[src/rtl/vga_pkg.sv]
// rtl/vga_pkg.sv - shared VGA timing defaults, colour type, palette and test-bar helper
package vga_pkg;

  localparam int H_ACTIVE_DEF = 640;
  localparam int H_FP_DEF     = 16;
  localparam int H_SYNC_DEF   = 96;
  localparam int H_BP_DEF     = 48;
  localparam int V_ACTIVE_DEF = 480;
  localparam int V_FP_DEF     = 10;
  localparam int V_SYNC_DEF   = 2;
  localparam int V_BP_DEF     = 33;

  localparam logic [9:0] COORD_INVALID = 10'h3FF;

  typedef logic [23:0] rgb_t;

  localparam rgb_t RGB_BLACK        = 24'h000000;
  localparam rgb_t RGB_WHITE        = 24'hFFFFFF;
  localparam rgb_t RGB_LIGHT_GREEN  = 24'h58D858;
  localparam rgb_t RGB_DARK_GREEN   = 24'h00A800;
  localparam rgb_t RGB_LIGHT_ORANGE = 24'hFCA048;
  localparam rgb_t RGB_DARK_ORANGE  = 24'hC84C0C;

  // Eight 80-pixel colour bars across the visible line, left to right.
  function automatic rgb_t test_bar(input logic [9:0] x);
    logic [2:0] bar;
    rgb_t       colour;
    bar = 3'(x / 10'd80);
    case (bar)
      3'd0:    colour = 24'hFFFFFF;
      3'd1:    colour = 24'hFFFF00;
      3'd2:    colour = 24'h00FFFF;
      3'd3:    colour = 24'h00FF00;
      3'd4:    colour = 24'hFF00FF;
      3'd5:    colour = 24'hFF0000;
      3'd6:    colour = 24'h0000FF;
      default: colour = 24'h000000;
    endcase
    return colour;
  endfunction

endpackage

[src/rtl/vga_timing.sv]
// rtl/vga_timing.sv - raster counters, published coordinates, raw syncs/de and frame_end
module vga_timing
  import vga_pkg::*;
#(
  parameter int H_ACTIVE = H_ACTIVE_DEF,
  parameter int H_FP     = H_FP_DEF,
  parameter int H_SYNC   = H_SYNC_DEF,
  parameter int H_BP     = H_BP_DEF,
  parameter int V_ACTIVE = V_ACTIVE_DEF,
  parameter int V_FP     = V_FP_DEF,
  parameter int V_SYNC   = V_SYNC_DEF,
  parameter int V_BP     = V_BP_DEF
)
(
  input  logic       clk,
  input  logic       rst,
  output logic [9:0] pixel_x,
  output logic [9:0] pixel_y,
  output logic       hs_raw,
  output logic       vs_raw,
  output logic       de_raw,
  output logic       frame_end
);

  localparam int H_TOTAL = H_ACTIVE + H_FP + H_SYNC + H_BP;
  localparam int V_TOTAL = V_ACTIVE + V_FP + V_SYNC + V_BP;

  localparam logic [11:0] H_LAST   = 12'(H_TOTAL - 1);
  localparam logic [11:0] H_ACT    = 12'(H_ACTIVE);
  localparam logic [11:0] HS_START = 12'(H_ACTIVE + H_FP);
  localparam logic [11:0] HS_END   = 12'(H_ACTIVE + H_FP + H_SYNC);
  localparam logic [11:0] V_LAST   = 12'(V_TOTAL - 1);
  localparam logic [11:0] V_ACT    = 12'(V_ACTIVE);
  localparam logic [11:0] VS_START = 12'(V_ACTIVE + V_FP);
  localparam logic [11:0] VS_END   = 12'(V_ACTIVE + V_FP + V_SYNC);
  localparam logic [11:0] Y_TOP    = 12'(V_ACTIVE - 1);

  logic [11:0] h_cnt;
  logic [11:0] v_cnt;
  logic        idle;
  logic        in_active;
  logic [9:0]  y_flip;

  // idle holds the counters at 0,0 for one clock after reset so that cycle
  // still presents blanking coordinates; counting starts on the next clock.
  always_ff @(posedge clk) begin
    if (rst) begin
      h_cnt     <= '0;
      v_cnt     <= '0;
      idle      <= 1'b1;
      frame_end <= 1'b0;
    end else begin
      idle      <= 1'b0;
      frame_end <= !idle && (h_cnt == '0) && (v_cnt == V_ACT);
      if (!idle) begin
        if (h_cnt == H_LAST) begin
          h_cnt <= '0;
          v_cnt <= (v_cnt == V_LAST) ? 12'd0 : v_cnt + 12'd1;
        end else begin
          h_cnt <= h_cnt + 12'd1;
        end
      end
    end
  end

  always_comb begin
    in_active = !rst && !idle && (h_cnt < H_ACT) && (v_cnt < V_ACT);
    y_flip    = 10'(Y_TOP - v_cnt);
  end

  assign de_raw  = in_active;
  assign pixel_x = in_active ? h_cnt[9:0] : COORD_INVALID;
  assign pixel_y = in_active ? y_flip : COORD_INVALID;
  assign hs_raw  = idle || !((h_cnt >= HS_START) && (h_cnt < HS_END));
  assign vs_raw  = idle || !((v_cnt >= VS_START) && (v_cnt < VS_END));

endmodule

[src/rtl/vga_frame_compositor.sv]
// rtl/vga_frame_compositor.sv - raster timing, layer priority merge and VGA pin registers (option: TEST_PATTERN_EN)
module vga_frame_compositor
  import vga_pkg::*;
#(
  parameter int H_ACTIVE    = H_ACTIVE_DEF,
  parameter int H_FP        = H_FP_DEF,
  parameter int H_SYNC      = H_SYNC_DEF,
  parameter int H_BP        = H_BP_DEF,
  parameter int V_ACTIVE    = V_ACTIVE_DEF,
  parameter int V_FP        = V_FP_DEF,
  parameter int V_SYNC      = V_SYNC_DEF,
  parameter int V_BP        = V_BP_DEF,
  parameter int NUM_LAYERS  = 4,
  parameter int PIX_LATENCY = 1
)
(
  input  logic                      clk,
  input  logic                      rst,
  input  logic [24*NUM_LAYERS-1:0]  layer_pixel,
  input  logic [NUM_LAYERS-1:0]     layer_valid,
  input  logic [23:0]               bg_pixel,
`ifdef TEST_PATTERN_EN
  input  logic                      test_mode,
`endif
  output logic [9:0]                current_pixel_x,
  output logic [9:0]                current_pixel_y,
  output logic                      vga_hs,
  output logic                      vga_vs,
  output logic [7:0]                vga_r,
  output logic [7:0]                vga_g,
  output logic [7:0]                vga_b,
  output logic                      vga_blank,
  output logic                      frame_end
);

  logic hs_raw;
  logic vs_raw;
  logic de_raw;

  vga_timing #(
    .H_ACTIVE (H_ACTIVE),
    .H_FP     (H_FP),
    .H_SYNC   (H_SYNC),
    .H_BP     (H_BP),
    .V_ACTIVE (V_ACTIVE),
    .V_FP     (V_FP),
    .V_SYNC   (V_SYNC),
    .V_BP     (V_BP)
  ) u_timing (
    .clk       (clk),
    .rst       (rst),
    .pixel_x   (current_pixel_x),
    .pixel_y   (current_pixel_y),
    .hs_raw    (hs_raw),
    .vs_raw    (vs_raw),
    .de_raw    (de_raw),
    .frame_end (frame_end)
  );

  // Sync/de delay matching the renderers' coordinate-to-pixel latency.
  logic [PIX_LATENCY-1:0] hs_pipe;
  logic [PIX_LATENCY-1:0] vs_pipe;
  logic [PIX_LATENCY-1:0] de_pipe;

  always_ff @(posedge clk) begin
    if (rst) begin
      hs_pipe <= '1;
      vs_pipe <= '1;
      de_pipe <= '0;
    end else begin
      hs_pipe[0] <= hs_raw;
      vs_pipe[0] <= vs_raw;
      de_pipe[0] <= de_raw;
      for (int i = 1; i < PIX_LATENCY; i++) begin
        hs_pipe[i] <= hs_pipe[i-1];
        vs_pipe[i] <= vs_pipe[i-1];
        de_pipe[i] <= de_pipe[i-1];
      end
    end
  end

`ifdef TEST_PATTERN_EN
  logic [9:0] x_pipe [PIX_LATENCY];

  always_ff @(posedge clk) begin
    if (rst) begin
      for (int i = 0; i < PIX_LATENCY; i++) x_pipe[i] <= COORD_INVALID;
    end else begin
      x_pipe[0] <= current_pixel_x;
      for (int i = 1; i < PIX_LATENCY; i++) x_pipe[i] <= x_pipe[i-1];
    end
  end
`endif

  rgb_t merged;

  // Walk from the bottom layer up so the lowest asserted index ends up on top.
  always_comb begin
    merged = bg_pixel;
    for (int k = NUM_LAYERS - 1; k >= 0; k--) begin
      if (layer_valid[k]) merged = layer_pixel[24*k +: 24];
    end
`ifdef TEST_PATTERN_EN
    if (test_mode) merged = test_bar(x_pipe[PIX_LATENCY-1]);
`endif
    if (!de_pipe[PIX_LATENCY-1]) merged = RGB_BLACK;
  end

  rgb_t rgb_q;
  logic hs_q;
  logic vs_q;
  logic blank_q;

  always_ff @(posedge clk) begin
    if (rst) begin
      rgb_q   <= RGB_BLACK;
      hs_q    <= 1'b1;
      vs_q    <= 1'b1;
      blank_q <= 1'b1;
    end else begin
      rgb_q   <= merged;
      hs_q    <= hs_pipe[PIX_LATENCY-1];
      vs_q    <= vs_pipe[PIX_LATENCY-1];
      blank_q <= !de_pipe[PIX_LATENCY-1];
    end
  end

  assign vga_r     = rgb_q[23:16];
  assign vga_g     = rgb_q[15:8];
  assign vga_b     = rgb_q[7:0];
  assign vga_hs    = hs_q;
  assign vga_vs    = vs_q;
  assign vga_blank = blank_q;

endmodule

[config.mk]
export PLATFORM = sky130hd
export DESIGN_NAME = vga_frame_compositor
export DESIGN_NICKNAME = d
export VERILOG_FILES = /design/src/rtl/vga_pkg.sv /design/src/rtl/vga_timing.sv /design/src/rtl/vga_frame_compositor.sv
export SDC_FILE = /design/constraint.sdc
export NUM_CORES = 1
export LEC_CHECK = 0
export ABC_AREA = 1
export BUFFER_PORTS_ARGS = -buffer_cell sky130_fd_sc_hd__buf_2
export CAP_MARGIN = 20
export CELL_PAD_IN_SITES_DETAIL_PLACEMENT = 0
export CELL_PAD_IN_SITES_GLOBAL_PLACEMENT = 1
export CORE_UTILIZATION = 30
export CTS_CLUSTER_SIZE = 16
export DETAILED_ROUTE_END_ITERATION = 12
export PLACE_DENSITY = 0.77
export RECOVER_POWER = 100
export SETUP_SLACK_MARGIN = 0.3
export SYNTH_ARGS = -nofsm -noshare
export SYNTH_HDL_FRONTEND = slang
export SYNTH_SLANG_ARGS = --single-unit
[constraint.sdc]
create_clock -name clk -period 1.8 [get_ports clk]
set_input_delay 0.27 -clock clk [delete_from_list [all_inputs] [get_ports clk]]
set_output_delay 0.27 -clock clk [all_outputs]
set_load 0.1 [all_outputs]
; ---- Word-level counts from Yosys, hierarchy flattened
; Index checks and enable logic that the tools add are counted.
; Widths: inputs -> output; s select.
[classes]
eq_ne = 3
n_lt_le_gt_ge = 6
reduce_logical = 17
bitwise_logic = 2
muxes = 9
add_sub_neg = 3
[op_table]
columns = cell, count
row1 = $mux 24, 4
row2 = $add 12x1->12 const B, 2
row3 = $eq 12x10->1 const B, 2
row4 = $lt 12x10->1 const B, 2
row5 = $lt 12x9->1 const B, 2
row6 = $mux 12, 2
row7 = $mux 10, 2
row8 = $eq 12x9->1 const B, 1
row9 = $ge 12x10->1 const B, 1
row10 = $ge 12x9->1 const B, 1
row11 = $logic_not 12->1, 1
row12 = $sub 9x10->10 const A, 1
row13 = $logic_and 1x1->1, 7
row14 = $logic_not 1->1, 5
row15 = $logic_or 1x1->1, 2
row16 = $not 1->1, 2
row17 = $reduce_and 2->1, 1
row18 = $reduce_or 2->1, 1
row19 = $mux 1, 1
[word_totals]
output_inout_bits = 48
register_bits = 56

; ---- Longest topological paths before layout
; Gate-level depths: netlist of the first run.
[depth]
word_depth = 5
ltp_mapped = 9
mapped_depth_nobuf = 9

; ---- Cells and area by module
; From an unflattened synthesis of the first run, not the netlist that was laid out.
[hier_totals]
cells_unflattened = 553
hier_area_um2 = 3634.7
[by_module_without_submodules]
columns = module, cells_each, n_inst, area_each_um2
row1 = vga_frame_compositor, 280, 1, 1913.1
row2 = vga_timing, 273, 1, 1721.7

; ---- Worst setup path before layout of the first run
; No wires, ideal clock.
[synth_path]
path_kind = reg2out
from = register u_timing.idle
to = output port current_pixel_x[9]
arrival_time_ns = 1.668
setup_slack_ns = -0.138
path_stages_with_launch = 7
cell_sequence = dfxtp_1 -> buf_6 -> nor2_2 -> nand3_2 -> nor4_4 -> buf_6 -> nand2_1
[synth_between]
elab_chain_len = 5
[synth_rtl]
columns = item, line_no
row1 = "start, declared", vga_timing.sv:40  ; logic idle;
row2 = "start signal, assigned", vga_timing.sv:50  ; idle <= 1'b1;
row3 = "start signal, assigned", vga_timing.sv:53  ; idle <= 1'b0;
row4 = $logic_not 1->1, -
row5 = $logic_and 1x1->1 (3 in a row), vga_timing.sv:67  ; in_active = !rst && !idle && (h_cnt < H_ACT) && (v_cnt < V_ACT);
row6 = $mux 10, vga_timing.sv:72  ; assign pixel_x = in_active ? h_cnt[9:0] : COORD_INVALID;
row7 = "end, declared", vga_frame_compositor.sv:25  ; output logic [9:0] current_pixel_x,
; Every way passes these cells.

; ---- Worst setup path after layout of the first run
[layout_path]
from = register u_timing.v_cnt[11]
to = output port current_pixel_x[5]
[layout_between]
elab_chain_len = 3
[layout_rtl]
columns = item, line_no
row1 = "start, declared", vga_timing.sv:39  ; logic [11:0] v_cnt;
row2 = "start signal, assigned", vga_timing.sv:58  ; v_cnt <= (v_cnt == V_LAST) ? 12'd0 : v_cnt + 12'd1;
row3 = $lt 12x9->1, vga_timing.sv:67
row4 = $logic_and 1x1->1, vga_timing.sv:67
row5 = $mux 10, vga_timing.sv:72
; Every way passes these cells.

==> results of run 1 <==
routing by layer:
layer / part of all wire / GRT usage / vias up
met5: 0 / 0 / -
met1: 0.40 / 0.233 / 1890
li1: - / - / 2142
met2: 0.51 / 0.384 / 148
met3: 0.071 / 0.0508 / 16
met4: 0.020 / 0.0695 / 0
repair_timing:
item                                    CTS  global route
buffers inserted                         12             8
gates cloned                              1             0
endpoints found under the setup margin   34            39
gates resized for setup                  71            31
pin swaps                                11            11
worst paths after layout:
path | endpoint | slack [ns] | cells after the start
setup / recovery | current_pixel_x[5] | -0.24 | 7
hold / removal | rgb_q[10] | 0.25 | 3
setup reg to reg | u_timing.v_cnt[11] | 0.02 | 14
hold reg to reg | vga_blank | 0.40 | 1
placed cells by master, fill, tap and decap left out, types with 6 or more instances in the layout:
master | synthesis | layout
buf_2 | 9 | 153
ha_1 | 6 | 6
o31ai_1 | 24 | 24
nand3_1 | 21 | 20
buf_12 | 0 | 27
o21ai_0 | 29 | 28
nand2_2 | 13 | 13
inv_1 | 39 | 36
nor2_4 | 2 | 7
nand2_1 | 111 | 92
dfxtp_2 | 0 | 9
nor3_1 | 14 | 13
nor2_1 | 86 | 81
buf_4 | 1 | 40
nand4_1 | 13 | 13
dfxtp_1 | 56 | 46
nand2_4 | 2 | 19
a21oi_1 | 56 | 56
critical path, cell delays in order, from the launching register on:
cell and delay, ns:
dfxtp_2 0.34, nor2_4 0.14, nand3_4 0.09, nor4_4 0.36
buf_6 0.19, buf_12 0.14, nand2_4 0.05, buf_12 0.16
sequential cells by signal (all words and copies together) (netlist names):
signal and cells:
u_timing.frame_end 1, vga_vs 1, u_timing.h_cnt 12, de_pipe 1, hs_pipe 1, vs_pipe 1
u_timing.idle 1, u_timing.v_cnt 12, vga_blank 1, rgb_q 24, vga_hs 1
layout make-up:
type | count | area [um^2]
antenna | 1 | 2.50
clock buffer | 6 | 139
clock inverter | 2 | 38.8
fill | 1084 | 5450
inverter | 43 | 168
multi-input combinational | 399 | 2210
sequential | 56 | 1140
tap | 140 | 175
timing repair buffer | 225 | 1670
report_power, final:
part | switching (mW) | leakage, nW | internal [mW]
clock network | 0.462 | 0.0871 | 0.698
registers | 0.0114 | 0.459 | 1.26
logic | 0.530 | 2.17 | 0.310
total | 1.00 | 2.72 | 2.27
kinds of logic after synthesis:
group | synth area share
buffers and inverters | 0.0957
and+or+nand+nor | 0.358
xor gates and xnor gates | 0.0102
DFF | 0.326
adders and majority gates | 0.0218
muxes | 0.00291
AOI/OAI and AO/OA | 0.185
==> impl_metrics.ini, run 1 <==
[drt]
wirelength_um = 12200
drc_errors = 0
dr_total_vias = 4196
dr.pass1.iters = 4
post_drt_wl_per_cell_um = 14.0
viasPerCell = 4.81
ant_nets = 0
drt_iter0_drc = 126

[die]
core_area_um2 = 11000
rows = 38
die_w_um = 109
die_y_um = 109
die_area_um2 = 11900
ios = 174
start_util = 0.313

[synthesis]
yosysUniqueCellTypes = 32
synth_area_um2 = 3440
netlist_top_cells_count = 111 x nand2_1, 86 x nor2_1, 56 x a21oi_1, 56 x dfxtp_1, 39 x inv_1
ys_seq_area_frac = 0.326
ys_async_sr_fraction = 0
ys_top_cells_by_area = dfxtp_1 33%, nand2_1 12%, nor2_1 9.4%
yosysTopAreaCell = dfxtp_1
synth_area_per_cell_um2 = 6.51
synth-seq-cells = 56
syn_nets = 660
yosysMostFrequentCell = nand2_1
synth-main-ff-cell = dfxtp_1
ys_warn_count = 0
synth_edf_count = 0
syn_inst = 528
synth_top_area_frac = 0.326

[worst_setup_path]
start_kind = flop
critPathCaptureType = primary output
crit_type = reg -> out
rr_startpoint = u_timing.v_cnt[10]
crit_path_max_fanout = 6
critPathLaunch = u_timing.v_cnt[11]
cp.required_ns = 1.53
critPathArrivalTime_ns = 1.77

[cts]
h-tree-depth = 2
cts_root_buffer = clkbuf_16
clkLatencyLatePin_ns = 0.29
cts.sinks = 56
clockBufferDepth = 2
cts_buffers = 5
clk_transition_reported_paths_ns = 0.07
hold_buffers = 0
tritoncts = built

[timing]
fin_ws_ns = -0.243
hold_viol = 0
maxSlewViolCount = 0
tns_ns = -4.15
fin_crit_ns = 2.04
clock-skew-final_ns = 0.00404
worstMarginPinSlew_ns = 0.616
fin_crit_sh = 1.14
hold_slack_ns = 0.247
setup_viol = 20
grt_setup_unrepaired = yes
slew_headroom = 0.589
fmax_mhz = 489

[status]
status = finished with violations
failed_checks = negative setup slack

[global_route]
grt_pass1_wl_um = 19500
antenna_found_initial = 1
grt-ovfl-total = 0
grt_max_degree = 49
grt_usage = 0.209
grt_pass1_vias = 4132

[pwr]
max-vdd-ir-drop_v = 0.000339
power_mw = 3.28
leakagePower_nw = 2.72
powerDensity_nw_per_um2 = 592

[run]
maxCapViolCount = 0

[min_path]
hold_start = layer_pixel[10]
min_path_type = in -> reg

[placed_design]
hpwlAfterDp_um = 9510
pre_cts_ws_ns = -0.118
dp_cells = 842
place_area_um2 = 4810
port_buffers = 173
place_congestion = 0.868

[final_layout]
fin_cells = 872
fin_util = 0.504
stdcell_area_um2 = 5540
final_net_count = 862
syn_to_final_growth_pct = 61.1
drive_gt1_frac = 0.419
Note: power is estimated with default switching activity, not from simulation.
==> inputs of run 2 (changes only) <==
--- a/config.mk
+++ b/config.mk
@@ -13,9 +13,10 @@
 export CORE_UTILIZATION = 30
 export CTS_CLUSTER_SIZE = 16
 export DETAILED_ROUTE_END_ITERATION = 12
-export PLACE_DENSITY = 0.77
+export PLACE_DENSITY = 0.82
 export RECOVER_POWER = 100
 export SETUP_SLACK_MARGIN = 0.3
 export SYNTH_ARGS = -nofsm -noshare
 export SYNTH_HDL_FRONTEND = slang
+export SYNTH_HIERARCHICAL = 1
 export SYNTH_SLANG_ARGS = --single-unit
==> run 2 against run 1 <==
The flow finishes with violations (design-rule violations, negative setup slack). Die area is 5.6% higher. Cell count is 3.0% higher. Synthesized cell count is 4.7% higher. Utilization is 0.51 points higher. Critical path depth is 3 higher. Largest power group unchanged. Clock power is 12% lower. Design area is 6.8% higher. Non-clock buffer count is 5 lower. Sequential power hardly changed.
==> impl_metrics.ini, run 2 <==
[cts]
clkLatencyLatePin_ns = 0.30
tritoncts = built
h-tree-depth = 2
clk_transition_reported_paths_ns = 0.07
clockBufferDepth = 2
cts_root_buffer = clkbuf_16
cts.sinks = 56
cts_buffers = 5

[worst_setup_path]
crit_path_max_fanout = 5
reg2reg_depth = 7
critPathArrivalTime_ns = 1.74
cp.required_ns = 1.53
critPathCaptureType = primary output
crit_type = reg -> out
start_kind = flop

[global_route]
grt_usage = 0.207
grt_pass1_wl_um = 21100
grt_pass1_vias = 4554
antenna_found_initial = 0
grt_max_degree = 30
grt-ovfl-total = 0

[final_layout]
diodes = 0
syn_to_final_growth_pct = 62.7
final_cell_mix = 124 x buf_2, 104 x nand2_1, 67 x a21oi_1
largest_reg_flops = 24
fin_util = 0.509
final_common_cell = buf_2
final_net_count = 885
drive_gt1_frac = 0.466
regMostFlops = rgb_q
top_regs = rgb_q x24, u_timing/h_cnt x12, u_timing/v_cnt x12

[synthesis]
synth-seq-cells = 56
ys_async_sr_fraction = 0
syn_nets = 684
yosysUniqueCellTypes = 37
yosys.area_share.simple = 0.354
ys_top_cells_by_area = dfxtp_1 31%, nand2_1 14%, a21oi_1 9.2%
synth-xor-area-share = 0.00482
synth_compound_area_frac = 0.177
synth-main-ff-cell = dfxtp_1
yosysTopAreaCell = dfxtp_1
synth_fa_ha_area_frac = 0.0172
synth_area_um2 = 3630
yosysMostFrequentCell = nand2_1
netlist_top_cells_count = 134 x nand2_1, 67 x a21oi_1, 57 x inv_1
synth_top_family_by_area = simple AND/OR/NAND/NOR gates
ys_seq_area_frac = 0.308
ys_warn_count = 6
synth_top_area_frac = 0.308
synth_area_per_cell_um2 = 6.57
muxShareOfSynthArea = 0
synth_edf_count = 0
syn_inst = 553

[die]
rows = 39
start_util = 0.313
die_w_um = 112
die_area_um2 = 12600
ios = 174
core_area_um2 = 11600
die_y_um = 112

[drt]
dr.pass1.iters = 9
viasPerCell = 4.93
wirelength_um = 12800
drt_iter0_drc = 152
drc_errors = 4
dr_total_vias = 4426
post_drt_wl_per_cell_um = 14.3
ant_nets = 0

[timing]
worstMarginPinSlew_ns = 0.689
grt_setup_unrepaired = yes
slew_headroom = 0.539
setup_viol = 20
fmax_mhz = 498
fin_crit_ns = 2.01
hold_viol = 0
clock-skew-final_ns = 0.00682
fin_crit_sh = 1.11
fin_ws_ns = -0.206
maxSlewViolCount = 0

[pwr]
max-vdd-ir-drop_v = 0.000335
powerDensity_nw_per_um2 = 524
leakagePower_nw = 2.65

[min_path]
min_path_type = in -> reg
hold_depth = 3

[placed_design]
pre_cts_ws_ns = 0.0367
place_congestion = 0.910
hpwlAfterDp_um = 9910
port_buffers = 173

[status]
failed_checks = design-rule violations, negative setup slack
status = finished with violations

[run]
maxCapViolCount = 0
[run 2: cell types whose count changed after synthesis, sizes merged, moves of 6 or more]
cell,previous run,this run
nand2,126,144
o31ai,24,0
nor2,93,58
clkbuf,15,3
inv,43,65
buf,15,23
a21oi,57,83
nand4,13,7
nand3,24,48
[run 2: final cells by class]
cell class,instances,area (um^2)
Fill cell,1142,5700
Timing Repair Buffer,220,1620
Inverter,66,265
Multi-Input combinational cell,405,2550
Tap cell,143,179
Clock buffer,6,139
Clock inverter,2,10.0
Sequential cell,56,1160
[run 2: power breakdown]
group / internal [mW] / leakage (nW) / switching [mW]
logic: 0.308 / 2.11 / 0.507
registers: 1.25 / 0.463 / 0.0115
clock network: 0.551 / 0.0766 / 0.472
total: 2.11 / 2.65 / 0.990
[run 2: path summary, 6_finish.rpt]
kind / start / end / slack, ns
setup / recovery: u_timing/h_cnt[8] / current_pixel_y[7] / -0.21
hold / removal: layer_pixel[7] / rgb_q[7] / 0.22
setup reg to reg: u_timing/idle / u_timing/h_cnt[8] / 0.03
hold reg to reg: hs_pipe / vga_hs / 0.42
[run 2: worst max-delay path, cell delays in order (launching register included)]
cell,delay [ns]
dfxtp_2,0.32
buf_4,0.13
nand2_2,0.07
nand2_2,0.06
nor2_2,0.10
nand3_2,0.09
nor2_4,0.15
buf_6,0.13
buf_12,0.15
o21ai_4,0.08
buf_12,0.17
[run 2: per-stage QoR]
stage	TNS, ns	cell area, um^2	hold WS [ns]	power (mW)	instances
2_1_floorplan	0	4020	0.298	1.83	553
4_1_cts	-4.36	5690	0.215	3.13	891
6_report	-3.79	5910	0.223	3.10	898
3_3_place_gp	0	5400	0.395	2.08	876
3_5_place_dp	0	5400	0.401	2.09	876
5_1_grt	-5.97	5910	0.230	3.25	898
[run 2: routing by layer]
layer / vias up / wire (um) / GRT usage / part of all wire
met5: - / 0 / 0 / 0
met1: 2023 / 5120 / 0.235 / 0.40
met4: 0 / 410 / 0.0942 / 0.032
li1: 2192 / - / - / -
met2: 181 / 6550 / 0.379 / 0.51
met3: 30 / 761 / 0.0324 / 0.059
[run 2: cells by family after synthesis]
family	count (synthesis)
xor gates and xnor gates	2
DFF	56
and+or+nand+nor	283
AOI/OAI and AO/OA	115
adders and majority gates	5
buffers and inverters	92
[run 2: timing repair]
item / 4_1_cts / 5_1_grt
hold buffers: 0 / 0
resized for setup: 26 / 64
gates cloned: 1 / 1
pin swaps: 14 / 21
endpoints found under the setup margin: 35 / 43
setup buffers: 6 / 6
